$ cat src/rtl/core_ctrl_if.sv
// Instruction- and data-memory handshakes between the core sequencer
// and its memories.
interface core_ctrl_if;
    logic        imem_req;
    logic [31:0] imem_addr;
    logic        imem_ready;
    logic [31:0] imem_rdata;
    logic        dmem_req;
    logic        dmem_we;
    logic [1:0]  dmem_width;
    logic [31:0] dmem_addr;
    logic        dmem_ready;

    modport master (
        output imem_req, imem_addr,
        input  imem_ready, imem_rdata,
        output dmem_req, dmem_we, dmem_width, dmem_addr,
        input  dmem_ready
    );

    modport slave (
        input  imem_req, imem_addr,
        output imem_ready, imem_rdata,
        input  dmem_req, dmem_we, dmem_width, dmem_addr,
        output dmem_ready
    );
endinterface

$ cat src/rtl/core_ctrl.sv
// Multi-cycle RV32I sequencer: fetch, decode, execute, memory, writeback,
// with PC ownership, retire counting and halt-on-fault.
module core_ctrl #(
    parameter logic [31:0] RESET_PC = 32'h0000_0000
) (
    input  logic        clk,
    input  logic        rst_n,
    core_ctrl_if.master bus,
    output logic [31:0] instr,
    input  logic        reg_write,
    input  logic        mem_read,
    input  logic        mem_write,
    input  logic        is_branch,
    input  logic        is_jump,
    input  logic        is_jalr,
    input  logic [1:0]  mem_width,
    input  logic        illegal,
    input  logic        branch_taken,
    input  logic [31:0] alu_result,
    input  logic [31:0] imm,
    output logic        rf_we,
    output logic [1:0]  wb_sel,
    output logic [31:0] pc,
    output logic        halted,
    output logic [31:0] retire_cnt
);

    typedef enum logic [2:0] {
        IDLE, FETCH, DECODE, EXEC, MEM, WB, HALT
    } state_t;

    state_t      state, state_n;
    logic [31:0] npc, npc_calc;
    logic [31:0] daddr;
    logic [1:0]  dwidth;
    logic        dwe;
    logic        is_mem, misaligned, fault;

    assign is_mem = mem_read | mem_write;

    always_comb begin
        if (is_jump)
            npc_calc = pc + imm;
        else if (is_jalr)
            npc_calc = alu_result & ~32'd1;
        else if (is_branch && branch_taken)
            npc_calc = pc + imm;
        else
            npc_calc = pc + 32'd4;
    end

    assign misaligned = (mem_width == 2'b01 && alu_result[0])
                     || (mem_width == 2'b10 && alu_result[1:0] != 2'b00);
    assign fault = (npc_calc[1:0] != 2'b00) || (is_mem && misaligned);

    always_comb begin
        state_n = state;
        unique case (state)
            IDLE:    state_n = FETCH;
            FETCH:   if (bus.imem_ready) state_n = DECODE;
            DECODE:  state_n = illegal ? HALT : EXEC;
            EXEC: begin
                if (fault)
                    state_n = HALT;
                else if (is_mem)
                    state_n = MEM;
                else
                    state_n = WB;
            end
            MEM:     if (bus.dmem_ready) state_n = dwe ? FETCH : WB;
            WB:      state_n = FETCH;
            HALT:    state_n = HALT;
            default: state_n = HALT;
        endcase
    end

    always_ff @(posedge clk or negedge rst_n) begin
        if (!rst_n) begin
            state      <= IDLE;
            pc         <= RESET_PC;
            npc        <= RESET_PC;
            instr      <= 32'h0000_0013;
            daddr      <= 32'd0;
            dwidth     <= 2'b00;
            dwe        <= 1'b0;
            retire_cnt <= 32'd0;
        end else begin
            state <= state_n;
            unique case (state)
                FETCH: if (bus.imem_ready) instr <= bus.imem_rdata;
                EXEC: begin
                    npc <= npc_calc;
                    if (!fault && is_mem) begin
                        daddr  <= alu_result;
                        dwidth <= mem_width;
                        dwe    <= mem_write;
                    end
                end
                MEM: begin
                    // Stores retire straight out of MEM; loads still need WB.
                    if (bus.dmem_ready && dwe) begin
                        pc         <= npc;
                        retire_cnt <= retire_cnt + 32'd1;
                    end
                end
                WB: begin
                    pc         <= npc;
                    retire_cnt <= retire_cnt + 32'd1;
                end
                default: ;
            endcase
        end
    end

    assign bus.imem_req   = (state == FETCH);
    assign bus.imem_addr  = pc;
    assign bus.dmem_req   = (state == MEM);
    assign bus.dmem_we    = dwe;
    assign bus.dmem_width = dwidth;
    assign bus.dmem_addr  = daddr;
    assign halted         = (state == HALT);
    assign rf_we          = (state == WB) && reg_write;

    always_comb begin
        wb_sel = 2'b00;
        if (state == WB) begin
            if (mem_read)
                wb_sel = 2'b01;
            else if (is_jump || is_jalr)
                wb_sel = 2'b10;
        end
    end

endmodule
$ cat src/flat_wrapper.sv
// flat-port wrapper written by rule: the top's interface ports become plain ports
module core_ctrl_flat 
#(
    parameter logic [31:0] RESET_PC = 32'h0000_0000
)
  (clk, rst_n, instr, reg_write, mem_read, mem_write, is_branch, is_jump, is_jalr, mem_width, illegal, branch_taken, alu_result, imm, rf_we, wb_sel, pc, halted, retire_cnt, bus_imem_req, bus_imem_addr, bus_imem_ready, bus_imem_rdata, bus_dmem_req, bus_dmem_we, bus_dmem_width, bus_dmem_addr, bus_dmem_ready);
  core_ctrl_if bus_i ();
  input  logic clk;
  input  logic rst_n;
  output logic [31:0] instr;
  input  logic reg_write;
  input  logic mem_read;
  input  logic mem_write;
  input  logic is_branch;
  input  logic is_jump;
  input  logic is_jalr;
  input  logic [1:0] mem_width;
  input  logic illegal;
  input  logic branch_taken;
  input  logic [31:0] alu_result;
  input  logic [31:0] imm;
  output logic rf_we;
  output logic [1:0] wb_sel;
  output logic [31:0] pc;
  output logic halted;
  output logic [31:0] retire_cnt;
  output wire logic [$bits(bus_i.imem_req)-1:0] bus_imem_req;
  output wire logic [$bits(bus_i.imem_addr)-1:0] bus_imem_addr;
  input wire logic [$bits(bus_i.imem_ready)-1:0] bus_imem_ready;
  input wire logic [$bits(bus_i.imem_rdata)-1:0] bus_imem_rdata;
  output wire logic [$bits(bus_i.dmem_req)-1:0] bus_dmem_req;
  output wire logic [$bits(bus_i.dmem_we)-1:0] bus_dmem_we;
  output wire logic [$bits(bus_i.dmem_width)-1:0] bus_dmem_width;
  output wire logic [$bits(bus_i.dmem_addr)-1:0] bus_dmem_addr;
  input wire logic [$bits(bus_i.dmem_ready)-1:0] bus_dmem_ready;
  assign bus_imem_req = bus_i.imem_req;
  assign bus_imem_addr = bus_i.imem_addr;
  assign bus_i.imem_ready = bus_imem_ready;
  assign bus_i.imem_rdata = bus_imem_rdata;
  assign bus_dmem_req = bus_i.dmem_req;
  assign bus_dmem_we = bus_i.dmem_we;
  assign bus_dmem_width = bus_i.dmem_width;
  assign bus_dmem_addr = bus_i.dmem_addr;
  assign bus_i.dmem_ready = bus_dmem_ready;
  core_ctrl #(.RESET_PC(RESET_PC)) u_core (.clk(clk), .rst_n(rst_n), .bus(bus_i), .instr(instr), .reg_write(reg_write), .mem_read(mem_read), .mem_write(mem_write), .is_branch(is_branch), .is_jump(is_jump), .is_jalr(is_jalr), .mem_width(mem_width), .illegal(illegal), .branch_taken(branch_taken), .alu_result(alu_result), .imm(imm), .rf_we(rf_we), .wb_sel(wb_sel), .pc(pc), .halted(halted), .retire_cnt(retire_cnt));
endmodule
$ cat config.mk
export PLATFORM = sky130hd
export DESIGN_NAME = core_ctrl_flat
export DESIGN_NICKNAME = d
export VERILOG_FILES = /design/src/rtl/core_ctrl_if.sv /design/src/rtl/core_ctrl.sv /design/src/flat_wrapper.sv
export SDC_FILE = /design/constraint.sdc
export NUM_CORES = 1
export LEC_CHECK = 0
export BUFFER_PORTS_ARGS = -buffer_cell sky130_fd_sc_hd__buf_4
export CAP_MARGIN = 20
export CELL_PAD_IN_SITES_DETAIL_PLACEMENT = 1
export CELL_PAD_IN_SITES_GLOBAL_PLACEMENT = 1
export CORE_MARGIN = 4
export CORE_UTILIZATION = 35
export DETAILED_ROUTE_END_ITERATION = 12
export GPL_TIMING_DRIVEN = 0
export PLACE_DENSITY_LB_ADDON = 0.1
export SLEW_MARGIN = 40
export SYNTH_ARGS = -nofsm -noshare
export SYNTH_HDL_FRONTEND = slang
export SYNTH_SLANG_ARGS = --single-unit
$ cat constraint.sdc
create_clock -name clk -period 8.2 [get_ports clk]
set_input_delay 0.82 -clock clk [delete_from_list [all_inputs] [get_ports clk]]
set_output_delay 0.82 -clock clk [all_outputs]
set_load 0.05 [all_outputs]
# Yosys cells after proc, flatten, opt, wreduce, memory -nomap -nowiden
# Index checks and enable logic that the tools add are counted.
dict set report totals {
  elab_cells 60
  out_inout_bits 169
  regBits 166
  input_bits 110
}
dict set report classes {
  muxes 17
  add_sub_neg 3
  n_reduce_logical 20
  n_bitwise 1
  n_eq_ne 11
}
# operator n
set ops {}
lappend ops {{two-way mux 32 bit} 5}
lappend ops {{one-hot mux 32 bit (2 select lines)} 2}
lappend ops {{adder 32 x 1 -> 32 bit (second input constant)} 1}
lappend ops {{adder 32 x 3 -> 32 bit (second input constant)} 1}
lappend ops {{adder 32 bit} 1}
lappend ops {{two-way mux 3 bit} 5}
lappend ops {{one-hot mux 3 bit (5 select lines)} 1}
lappend ops {{equality test 3 bit (second input constant)} 3}
lappend ops {{AND reduction 2 bit} 4}
lappend ops {{logical AND 1 bit} 7}
lappend ops {{equality test 3 x 2 -> 1 bit (second input constant)} 2}
lappend ops {{two-way mux 2 bit} 3}
lappend ops {{inequality test 2 x 1 -> 1 bit (second input constant)} 3}
lappend ops {{nonzero test 2 bit} 3}
lappend ops {{equality test 3 x 1 -> 1 bit (second input constant)} 1}
lappend ops {{logical NOT 3 bit} 1}
lappend ops {{logical OR 1 bit} 3}
lappend ops {{equality test 2 x 1 -> 1 bit (second input constant)} 1}
lappend ops {{equality test 2 bit (second input constant)} 1}
lappend ops {{OR reduction 2 bit} 1}
lappend ops {{logical NOT 1 bit} 1}
lappend ops {{two-way mux 1 bit} 1}
lappend ops {{OR 1 bit} 1}

# Longest topological paths before layout
# Gate-level depths: netlist of the first run.
dict set report depth {
  ltp_word 9
  depth_mapped 11
}

# Worst setup path before layout of the first run
# OpenSTA, ideal clock, no wires.
dict set report synth_timing {
  path_type {in2out}
  start {in is_jalr}
  end {out wb_sel[1]}
  stages 3
  arrival_ns 2.253
  setup_slack_ns 5.127
  t_required_ns 7.380
  cell_sequence {clkbuf_1 -> nor2_1 -> nor3_1}
}
dict set report synth_via {
  elab_chain_cells 4
}
# item line_no
set synth_lines {}
lappend synth_lines {{start, declared} flat_wrapper.sv:16} ;# input logic is_jalr;
lappend synth_lines {{logical OR 1 bit} core_ctrl.sv:129} ;# else if (is_jump || is_jalr)
lappend synth_lines {{two-way mux 2 bit} core_ctrl.sv:129}
lappend synth_lines {{two-way mux 2 bit} core_ctrl.sv:127} ;# if (mem_read)
lappend synth_lines {{two-way mux 2 bit} core_ctrl.sv:126} ;# if (state == WB) begin
lappend synth_lines {{end, declared} flat_wrapper.sv:23} ;# output logic [1:0] wb_sel;
# No other way between the ends.

# Worst setup path in the final report of the first run
dict set report layout_timing {
  start {in is_branch}
  end {reg u_core.daddr[13] (netlist: u_core.bus.dmem_addr[13])}
}
dict set report layout_via {
  elab_chain_cells 9
}
# item line_no
set layout_lines {}
lappend layout_lines {{start, declared} flat_wrapper.sv:14} ;# input logic is_branch;
lappend layout_lines {{logical AND 1 bit} core_ctrl.sv:46} ;# else if (is_branch && branch_taken)
lappend layout_lines {{two-way mux 32 bit} core_ctrl.sv:46}
lappend layout_lines {{two-way mux 32 bit} core_ctrl.sv:44} ;# else if (is_jalr)
lappend layout_lines {{two-way mux 32 bit} core_ctrl.sv:42} ;# if (is_jump)
lappend layout_lines {{nonzero test 2 bit} core_ctrl.sv:54} ;# assign fault = (npc_calc[1:0] != 2'b00) || (is_mem && misaligned);
lappend layout_lines {{logical OR 1 bit} core_ctrl.sv:54}
lappend layout_lines {{logical NOT 1 bit} core_ctrl.sv:93} ;# if (!fault && is_mem) begin
lappend layout_lines {{logical AND 1 bit} core_ctrl.sv:93}
lappend layout_lines {{AND reduction 2 bit (no source line)} --}
lappend layout_lines {{end signal, assigned} core_ctrl.sv:94} ;# daddr <= alu_result;
lappend layout_lines {{end, declared} core_ctrl.sv:34} ;# logic [31:0] daddr;
# No other way between the ends.
# A chain may end at the register's enable or synchronous reset.

==> results of run 1 <==
routing by layer:
layer	GRT usage [%]	up-vias	routed length, um
met1	29.8	4411	15700
met4	6.42	0	592
met5	0	-	0
met2	38.3	259	17200
li1	-	4119	-
met3	3.14	43	1400
cell type report:
type | instances | area (um2)
Multi-Input combinational cell | 715 | 5140
Buffer | 70 | 405
Fill cell | 3151 | 14200
Clock buffer | 18 | 439
Timing Repair Buffer | 280 | 2150
Tap cell | 372 | 465
Clock inverter | 14 | 151
Inverter | 19 | 71.3
Sequential cell | 166 | 4160
per-stage QoR:
stage | instances | utilization, % | area, um2 | setup WS (ns) | hold slack (ns)
6_report | 1654 | 47.8 | 13000 | 4.84 | 0.261
5_1_grt | 1654 | 47.8 | 13000 | 4.64 | 0.268
4_1_cts | 1654 | 47.8 | 13000 | 4.82 | 0.263
3_5_place_dp | 1622 | 45.6 | 12400 | 4.36 | 0.461
3_3_place_gp | 1620 | 45.4 | 12300 | 4.44 | 0.458
2_1_floorplan | 970 | - | 9770 | 5.13 | 0.444
worst paths after layout:
kind	slack, ns	end	cells past startpoint	startpoint
max in group asynchronous	6.92	u_core.bus.dmem_addr[22]$_DFFE_PN0P_	3	rst_n
worst max-delay path	4.84	u_core.bus.dmem_addr[13]$_DFFE_PN0P_	11	is_branch
min in group clk	0.47	u_core.retire_cnt[31]$_DFFE_PN0P_	1	u_core.retire_cnt[31]$_DFFE_PN0P_
worst min register to register	0.47	u_core.retire_cnt[31]$_DFFE_PN0P_	1	u_core.retire_cnt[31]$_DFFE_PN0P_
worst min-delay path	0.26	u_core.retire_cnt[31]$_DFFE_PN0P_	1	rst_n
worst max register to register	4.88	u_core.npc[24]$_DFFE_PN0P_	10	u_core.bus.imem_addr[0]$_DFFE_PN0P_
power groups by stage:
stage                     clock network [mW]  logic [mW]  registers [mW]
after floorplan                            0        1.63            2.29
final                                  0.819        3.49            1.51
after global routing                   0.878        3.72            1.57
after global placement                     0        3.44            1.51
after detailed placement                   0        3.49            1.53
after CTS                              0.841        3.50            1.51
kinds of logic after synthesis:
| group | synth area share [%] |
|---|---|
| muxes | 11.0 |
| buffers and inverters | 4.88 |
| and+or+nand+nor | 14.1 |
| AOI/OAI and AO/OA | 16.3 |
| DFF | 42.5 |
| xor gates and xnor gates | 6.72 |
| adders and majority gates | 4.43 |
flip-flops by register name (all words and copies together), names as in the netlist:
signal	cells
u_core.bus.dmem_addr	32
u_core.state	3
u_core.retire_cnt	32
u_core.instr	32
u_core.bus.dmem_width	2
u_core.npc	32
u_core.bus.imem_addr	32
u_core.bus.dmem_we	1
worst max-delay path: stages:
cell	delay, ns
buf_4	0.12
nand2_1	0.28
nor2_1	0.13
nor2_1	0.56
o21ai_0	0.27
nor2_1	0.23
o21a_1	0.22
nor2b_1	0.14
buf_2	0.25
buf_4	0.28
mux2_2	0.36
Yosys cell counts (all sizes together) (3+ instances only):
cell / instances / area (um2)
clkbuf: 22 / 82.6
dfstp: 3 / 78.8
nor2b: 10 / 62.6
xnor2: 48 / 420
o211ai: 7 / 66.3
and3: 10 / 62.6
inv: 19 / 71.3
a31oi: 9 / 56.3
a22o: 4 / 35.0
buf: 48 / 323
nand3: 25 / 125
a2111oi: 4 / 41.3
mux2: 94 / 1060
or3: 6 / 37.5
nor4: 4 / 25.0
and2: 5 / 31.3
ha: 33 / 413
o21a: 5 / 37.5
nand2: 90 / 338
and4: 8 / 70.1
nand4: 25 / 163
a21oi: 59 / 295
o221ai: 15 / 131
nor3: 15 / 101
xor2: 27 / 236
o21bai: 6 / 45.0
a221oi: 7 / 73.8
a21o: 21 / 160
a211oi: 7 / 57.6
nand2b: 10 / 70.1
nor2: 54 / 210
a22oi: 9 / 67.6
dfrtp: 163 / 4080
o21ai: 55 / 275
o22ai: 8 / 50.1
o31a: 3 / 26.3
==> results.cfg, run 1 <==
[floorplanning]
dieHeight_um = 175
io_pins = 279
dieArea_mm2 = 0.0307
die_x_um = 175
core_mm2 = 0.0272
initial_core_util_pct = 36.0
num_rows = 60

[yosys]
ys.flop_type = dfrtp_1
yosysWarnings = 0
syn_inst = 970
synth_area_mm2 = 0.00977
syn_avg_cell_area_um2 = 10.1
ys_types = 70
synth_nets = 1114
synth_edf_count = 0
ys_seq_elements = 166
ys_seq_area_share_pct = 42.5
async_reset_ff_share_pct = 100

[global_route]
globalRouteOverflowTotal = 0
antenna_found_initial = 0
grt.total_usage_pct = 22.4
grt_pass1_wl_um = 54600
grt_pass1_vias = 9421
grt_max_degree = 72

[critical_path]
required_ns = 8.51
start_kind = primary input
end_kind = flip-flop
crit_type = primary input to flip-flop
cp_max_fo = 10
cp.arrival_ns = 3.67

[drt]
drc = 0
vias = 8832
firstDrtPassIters = 5
vias_per_cell = 5.34
wirelength_um = 34800
ant_nets = 0
wl_per_cell_um = 21.0
drtIter0Drc = 473

[power]
pwr-share-seq_pct = 26.0
p_switching_mw = 3.01
ir_drop_v = 0.000252
leakage_nw = 6.05
p_sw_share_pct = 51.7
p_comb_share_pct = 59.9
pwr_density_cell_mw_per_mm2 = 448
clkPwrFrac_pct = 14.1
intPower_mw = 2.81
power_mw = 5.82

[cts]
cts_hold_buf = 0
postCtsSetupBuffers = 0
clk_pin_slew_worst_paths_ns = 0.08
cts_max_level = 4
cts_made_buffers = 17
clk_latency_ns = 0.44
cts-root-buf = clkbuf_16
cts_resized = 0
cts_tree = yes
cts_num_sinks = 166
clock_path_buffers = 2

[outcome]
status = finished, final reports clean

[final_layout]
fin_nets = 1413
diodes = 0
drive_gt1_share_pct = 36.6
layout_commonest_cell = buf_4
final_cell_mix = 313 x buf_4, 163 x dfrtp_1, 91 x mux2_2
syn_to_final_growth_pct = 32.9

[min_path]
hold_class = primary input to async pin

[placed_design]
io_buffers = 278
hpwlAfterDp_um = 27000
gp_congestion = 0.892

[sta]
fin_setup_tns_ns = 0
fin_skew_ns = 0.0133
max_freq_ghz = 0.298
setup_viol = 0
period_minus_slack_ns = 3.36
timing.slew.headroom_pct = 44.1
hold_violations = 0
rsz0062_at_grt = false
slew_violations = 0
worstMarginPinSlew_ns = 0.839
post-route-period-util_pct = 41.0

[job]
cap_violations = 0
Power figures use the tool's default switching activity.
==> run 2, diff against run 1 <==
==> constraint.sdc (replaced) <==
create_clock -name clk -period 2.95 [get_ports clk]
set_input_delay 0.295 -clock clk [delete_from_list [all_inputs] [get_ports clk]]
set_output_delay 0.295 -clock clk [all_outputs]
set_load 0.05 [all_outputs]
==> run 2 against run 1 <==
Register-to-register slack got worse by 4.8 ns. Clock skew decreased by 0.0012 ns. Sequential power increased to 2.8 times the previous value. Die area unchanged. Routed wire length increased by 0.97%. Utilization increased by 1.3 points.
==> results.cfg, run 2 (same netlist as run 1, synthesis figures left out) <==
[drt]
drtIter0Drc = 550
ant_nets = 0
drc = 0
firstDrtPassIters = 5
wl_per_cell_um = 21.1
vias = 8946
wirelength_um = 35200
vias_per_cell = 5.36

[final_layout]
syn_to_final_growth_pct = 36.4
layout_commonest_cell = buf_4
fin_nets = 1427
diodes = 0
drive_gt1_share_pct = 40.7
final_cell_mix = 326 x buf_4, 152 x dfrtp_1, 91 x mux2_2
fin_util_pct = 49.0

[outcome]
status = finished, final reports clean

[power]
pwr_density_cell_mw_per_mm2 = 1250
p_comb_share_pct = 61.0
leakage_nw = 6.14
pwr-share-seq_pct = 25.3
intPower_mw = 8.07
clkPwrFrac_pct = 13.7
p_switching_mw = 8.55
p_sw_share_pct = 51.4
ir_drop_v = 0.000671

[global_route]
grt_pass1_vias = 9484
globalRouteOverflowTotal = 0
grt_pass1_wl_um = 55000
grt.total_usage_pct = 22.6
grt_max_degree = 72
antenna_found_initial = 0

[cts]
clk_latency_ns = 0.43
cts_num_sinks = 166
cts_made_buffers = 17
clk_pin_slew_worst_paths_ns = 0.08
cts_tree = yes
cts-root-buf = clkbuf_16
cts_max_level = 4
clock_path_buffers = 2

[placed_design]
gp_congestion = 0.892
io_buffers = 278
hpwlAfterDp_um = 27000

[critical_path]
crit_slowest_cell = a2111oi_4
critPathBufInv = 0
crit_type = flip-flop to flip-flop
critPathMaxStageDelay_ns = 0.46
start_kind = flip-flop
cp_max_fo = 6
end_kind = flip-flop
cp.arrival_ns = 3.19
required_ns = 3.23
crit_family = compound AO/OA/AOI/OAI gates
cp_cell_sequence = ha_2 -> o21ai_1 -> o211ai_1 -> o211ai_4 -> a2111oi_4 -> o21ai_2 -> o311a_2 -> a221oi_2 -> a311oi_1

[sta]
post-route-period-util_pct = 98.7
period_minus_slack_ns = 2.91
fin_skew_ns = 0.0121
setup_viol = 0
max_freq_ghz = 0.344
timing.slew.headroom_pct = 44.1
worstMarginPinSlew_ns = 0.838
rsz0062_at_grt = true
whs_ns = 0.0863
slew_violations = 0
fin_setup_tns_ns = 0
hold_violations = 0

[floorplanning]
core_mm2 = 0.0272
io_pins = 279
dieHeight_um = 175
die_x_um = 175
num_rows = 60
initial_core_util_pct = 36.0
dieArea_mm2 = 0.0307

[min_path]
hold_class = primary input to flip-flop

[job]
cap_violations = 0
run 2: worst paths after layout:
path,slack [ns],from,depth (start not counted),end
max reg2reg,0.04,u_core.bus.imem_addr[6]$_DFFE_PN0P_,9,u_core.npc[25]$_DFFE_PN0P_
max,0.04,u_core.bus.imem_addr[6]$_DFFE_PN0P_,9,u_core.npc[25]$_DFFE_PN0P_
min reg2reg,0.47,u_core.retire_cnt[31]$_DFFE_PN0P_,1,u_core.retire_cnt[31]$_DFFE_PN0P_
min in group asynchronous,0.34,rst_n,2,u_core.retire_cnt[31]$_DFFE_PN0P_
max in group asynchronous,1.57,rst_n,4,u_core.bus.imem_addr[25]$_DFFE_PN0P_
min,0.09,bus_imem_rdata[19],2,u_core.instr[19]$_DFFE_PN0P_
run 2: power groups by stage:
| stage | logic, mW | clock network [mW] | registers (mW) |
|---|---|---|---|
| finish | 10.1 | 2.27 | 4.21 |
| global route | 10.8 | 2.44 | 4.36 |
| CTS | 9.85 | 2.34 | 4.22 |
| detailed placement | 9.71 | 0 | 4.25 |
| global placement | 9.57 | 0 | 4.20 |
| floorplan | 4.54 | 0 | 6.35 |
run 2: what timing repair did:
action                                  CTS  global route
resized for setup                        22            44
hold buffers                              1             0
gates cloned                              0             0
buffers inserted                          4            11
pin swaps                                 3             9
endpoints found under the setup margin   42            49
hold endpoints to repair                 43             0
run 2: cell type report:
cell class                      instances  area, um2
Buffer                                 68        425
Clock buffer                           18        439
Clock inverter                         14        151
Fill cell                            3120      13800
Inverter                               19       71.3
Multi-Input combinational cell        715       5330
Sequential cell                       166       4170
Tap cell                              372        465
Timing Repair Buffer                  296       2270
run 2: routing by layer:
layer / GRT usage [%] / wire length, um / vias to the layer above
met5: 0 / 0 / -
met3: 3.18 / 1460 / 55
met2: 38.7 / 17400 / 269
met1: 30.0 / 15600 / 4476
met4: 6.58 / 693 / 0
li1: - / - / 4146
run 2: metrics by stage:
| step | area (um2) | setup slack [ns] | power (mW) | cells |
|---|---|---|---|---|
| 2_1_floorplan | 9770 | 0.0118 | 10.9 | 970 |
| 3_3_place_gp | 12300 | -0.289 | 13.8 | 1620 |
| 3_5_place_dp | 12400 | -0.365 | 14.0 | 1622 |
| 6_report | 13300 | 0.0392 | 16.6 | 1668 |
| 4_1_cts | 13100 | 0.00486 | 16.4 | 1659 |
| 5_1_grt | 13300 | -0.0328 | 17.6 | 1668 |
run 2: worst register-to-register path, cell delays in order (launching register included):
cell and delay (ns):
dfrtp_2 0.45, ha_2 0.40, o21ai_1 0.11, o211ai_1 0.30
o211ai_4 0.20, a2111oi_4 0.47, o21ai_2 0.19, o311a_2 0.37
a221oi_2 0.21, a311oi_1 0.07
==> run 3, diff against run 2 <==
--- a/config.mk
+++ b/config.mk
@@ -13,7 +13,7 @@
 export CORE_UTILIZATION = 35
 export DETAILED_ROUTE_END_ITERATION = 12
 export GPL_TIMING_DRIVEN = 0
-export PLACE_DENSITY_LB_ADDON = 0.1
+export PLACE_DENSITY = 0.75
 export SLEW_MARGIN = 40
 export SYNTH_ARGS = -nofsm -noshare
 export SYNTH_HDL_FRONTEND = slang
==> run 3 against run 2 <==
Worst setup slack better by 0.046 ns. Largest power group unchanged. Largest cell class unchanged. Critical path depth is 1 higher. Sequential power is 1% higher. Critical endpoint is now u_core.npc[24]$_DFFE_PN0P_. Total power is 0.71% higher. Combinational power hardly changed. Clock power hardly changed.
==> results.cfg, run 3 (same netlist as run 1, synthesis figures left out) <==
[cts]
cts_max_level = 4
clk_latency_ns = 0.44
cts_made_buffers = 17
clock_path_buffers = 2
cts_tree = yes
cts_num_sinks = 166
cts-root-buf = clkbuf_16
clk_pin_slew_worst_paths_ns = 0.08

[sta]
hold_violations = 0
timing.slew.headroom_pct = 41.3
slew_violations = 0
worstMarginPinSlew_ns = 0.879
post-route-period-util_pct = 97.1
max_freq_ghz = 0.349
worst_slack_ns = 0.0853
period_minus_slack_ns = 2.86
fin_skew_ns = 0.0122
setup_viol = 0

[critical_path]
regToRegStartpoint = u_core.bus.imem_addr[0]$_DFFE_PN0P_
r2r_slack_ns = 0.09
crit_slowest_cell = dfrtp_2
crit_top_cell = a21oi_1
end_kind = flip-flop
cp.arrival_ns = 3.18
cp_cell_sequence = ha_2 -> fa_2 -> a21o_1 -> nand4_1 -> a21oi_1 -> o21ai_1 -> a21oi_1 -> o31ai_1 -> mux2i_1 -> a221o_1
cp_max_fo = 5
required_ns = 3.27
crit_family = compound AO/OA/AOI/OAI gates
critPathBufInv = 0
crit_type = flip-flop to flip-flop
critPathMaxStageDelay_ns = 0.47
critPathLaunch = u_core.bus.imem_addr[0]$_DFFE_PN0P_
start_kind = flip-flop

[drt]
ant_nets = 0
drtIter0Drc = 435
vias = 9077
drc = 0
wl_per_cell_um = 21.7
firstDrtPassIters = 5
wirelength_um = 36200
vias_per_cell = 5.45

[floorplanning]
core_mm2 = 0.0272
dieArea_mm2 = 0.0307
initial_core_util_pct = 36.0
num_rows = 60
die_x_um = 175
dieHeight_um = 175
io_pins = 279

[placed_design]
gp_congestion = 0.936
io_buffers = 278
place_area_mm2 = 0.0124
place_ws_ns = -0.288
hpwlAfterDp_um = 27700

[power]
power_mw = 16.7
leakage_nw = 6.13
ir_drop_v = 0.000682
pwr_density_cell_mw_per_mm2 = 1260

[global_route]
grt_pass1_vias = 9552
globalRouteOverflowTotal = 0
grt_use_met1_pct = 29.4
top_usage_layer = met2
grt_max_degree = 55
antenna_found_initial = 0
globalRouteMet3Util_pct = 3.59
grt.total_usage_pct = 22.8
grt_pass1_wl_um = 55400
use_met2_pct = 39.9

[final_layout]
fillers = 3072
fin_nets = 1426
finalInstanceArea_mm2 = 0.0133
drive_gt1_share_pct = 40.2
syn_to_final_growth_pct = 36.4
layout_commonest_cell = buf_4
final_cell_mix = 322 x buf_4, 151 x dfrtp_1, 91 x mux2_2
diodes = 0

[job]
cap_violations = 0

[outcome]
status = finished, final reports clean

[min_path]
hold_path_startpoint = bus_imem_rdata[15]
hold_class = primary input to flip-flop
run 3: area by class of cell:
class	count	area, um2	share of cell area [%]
Inverter	19	71.3	0.535
Buffer	69	429	3.22
Sequential cell	166	4170	31.3
Multi-Input combinational cell	715	5310	39.8
Clock buffer	17	425	3.19
Tap cell	372	465	3.49
Timing Repair Buffer	294	2270	17.0
Clock inverter	15	184	1.38
run 3: per-stage QoR:
stage	TNS [ns]	instances	hold slack [ns]	utilization [%]
5_1_grt	-0.0110	1667	0.0742	49.0
2_1_floorplan	0	970	-0.000591	-
6_report	0	1667	0.0891	49.0
3_5_place_dp	-8.67	1623	0.201	45.7
3_3_place_gp	-7.98	1620	0.454	45.4
4_1_cts	0	1659	0.0756	48.4
run 3: worst register-to-register path, cell delays in order, from the launching register on:
cell and delay (ns):
dfrtp_2 0.47, ha_2 0.24, fa_2 0.35, a21o_1 0.20
nand4_1 0.12, a21oi_1 0.14, o21ai_1 0.31, a21oi_1 0.23
o31ai_1 0.31, mux2i_1 0.13, a221o_1 0.26
run 3: per-layer routing:
layer / part of all wire, % / vias up
met3: 5.9 / 41
li1: - / 4148
met1: 42 / 4557
met4: 1.6 / 0
met2: 50 / 331
met5: 0 / -
run 3: report_power, final:
| group | switching, mW | internal, mW |
|---|---|---|
| Sequential | 1.02 | 3.23 |
| Combinational | 6.53 | 3.67 |
| Clock | 1.13 | 1.15 |
run 3: repair_timing:
item                                    4_1_cts  5_1_grt
endpoints found under the hold margin        37        0
pin swaps                                     4        6
resized for setup                            26       34
hold buffers                                  1        0
endpoints found under the setup margin       45       45
buffers inserted                              3        9
run 3: final timing paths:
check | end | cells past startpoint
worst max-delay path | u_core.npc[24]$_DFFE_PN0P_ | 10
worst min-delay path | u_core.instr[15]$_DFFE_PN0P_ | 2
max in group asynchronous | u_core.bus.imem_addr[1]$_DFFE_PN0P_ | 4
worst max register to register | u_core.npc[24]$_DFFE_PN0P_ | 10
min in group asynchronous | u_core.bus.dmem_addr[2]$_DFFE_PN0P_ | 2
worst min register to register | u_core.retire_cnt[31]$_DFFE_PN0P_ | 1
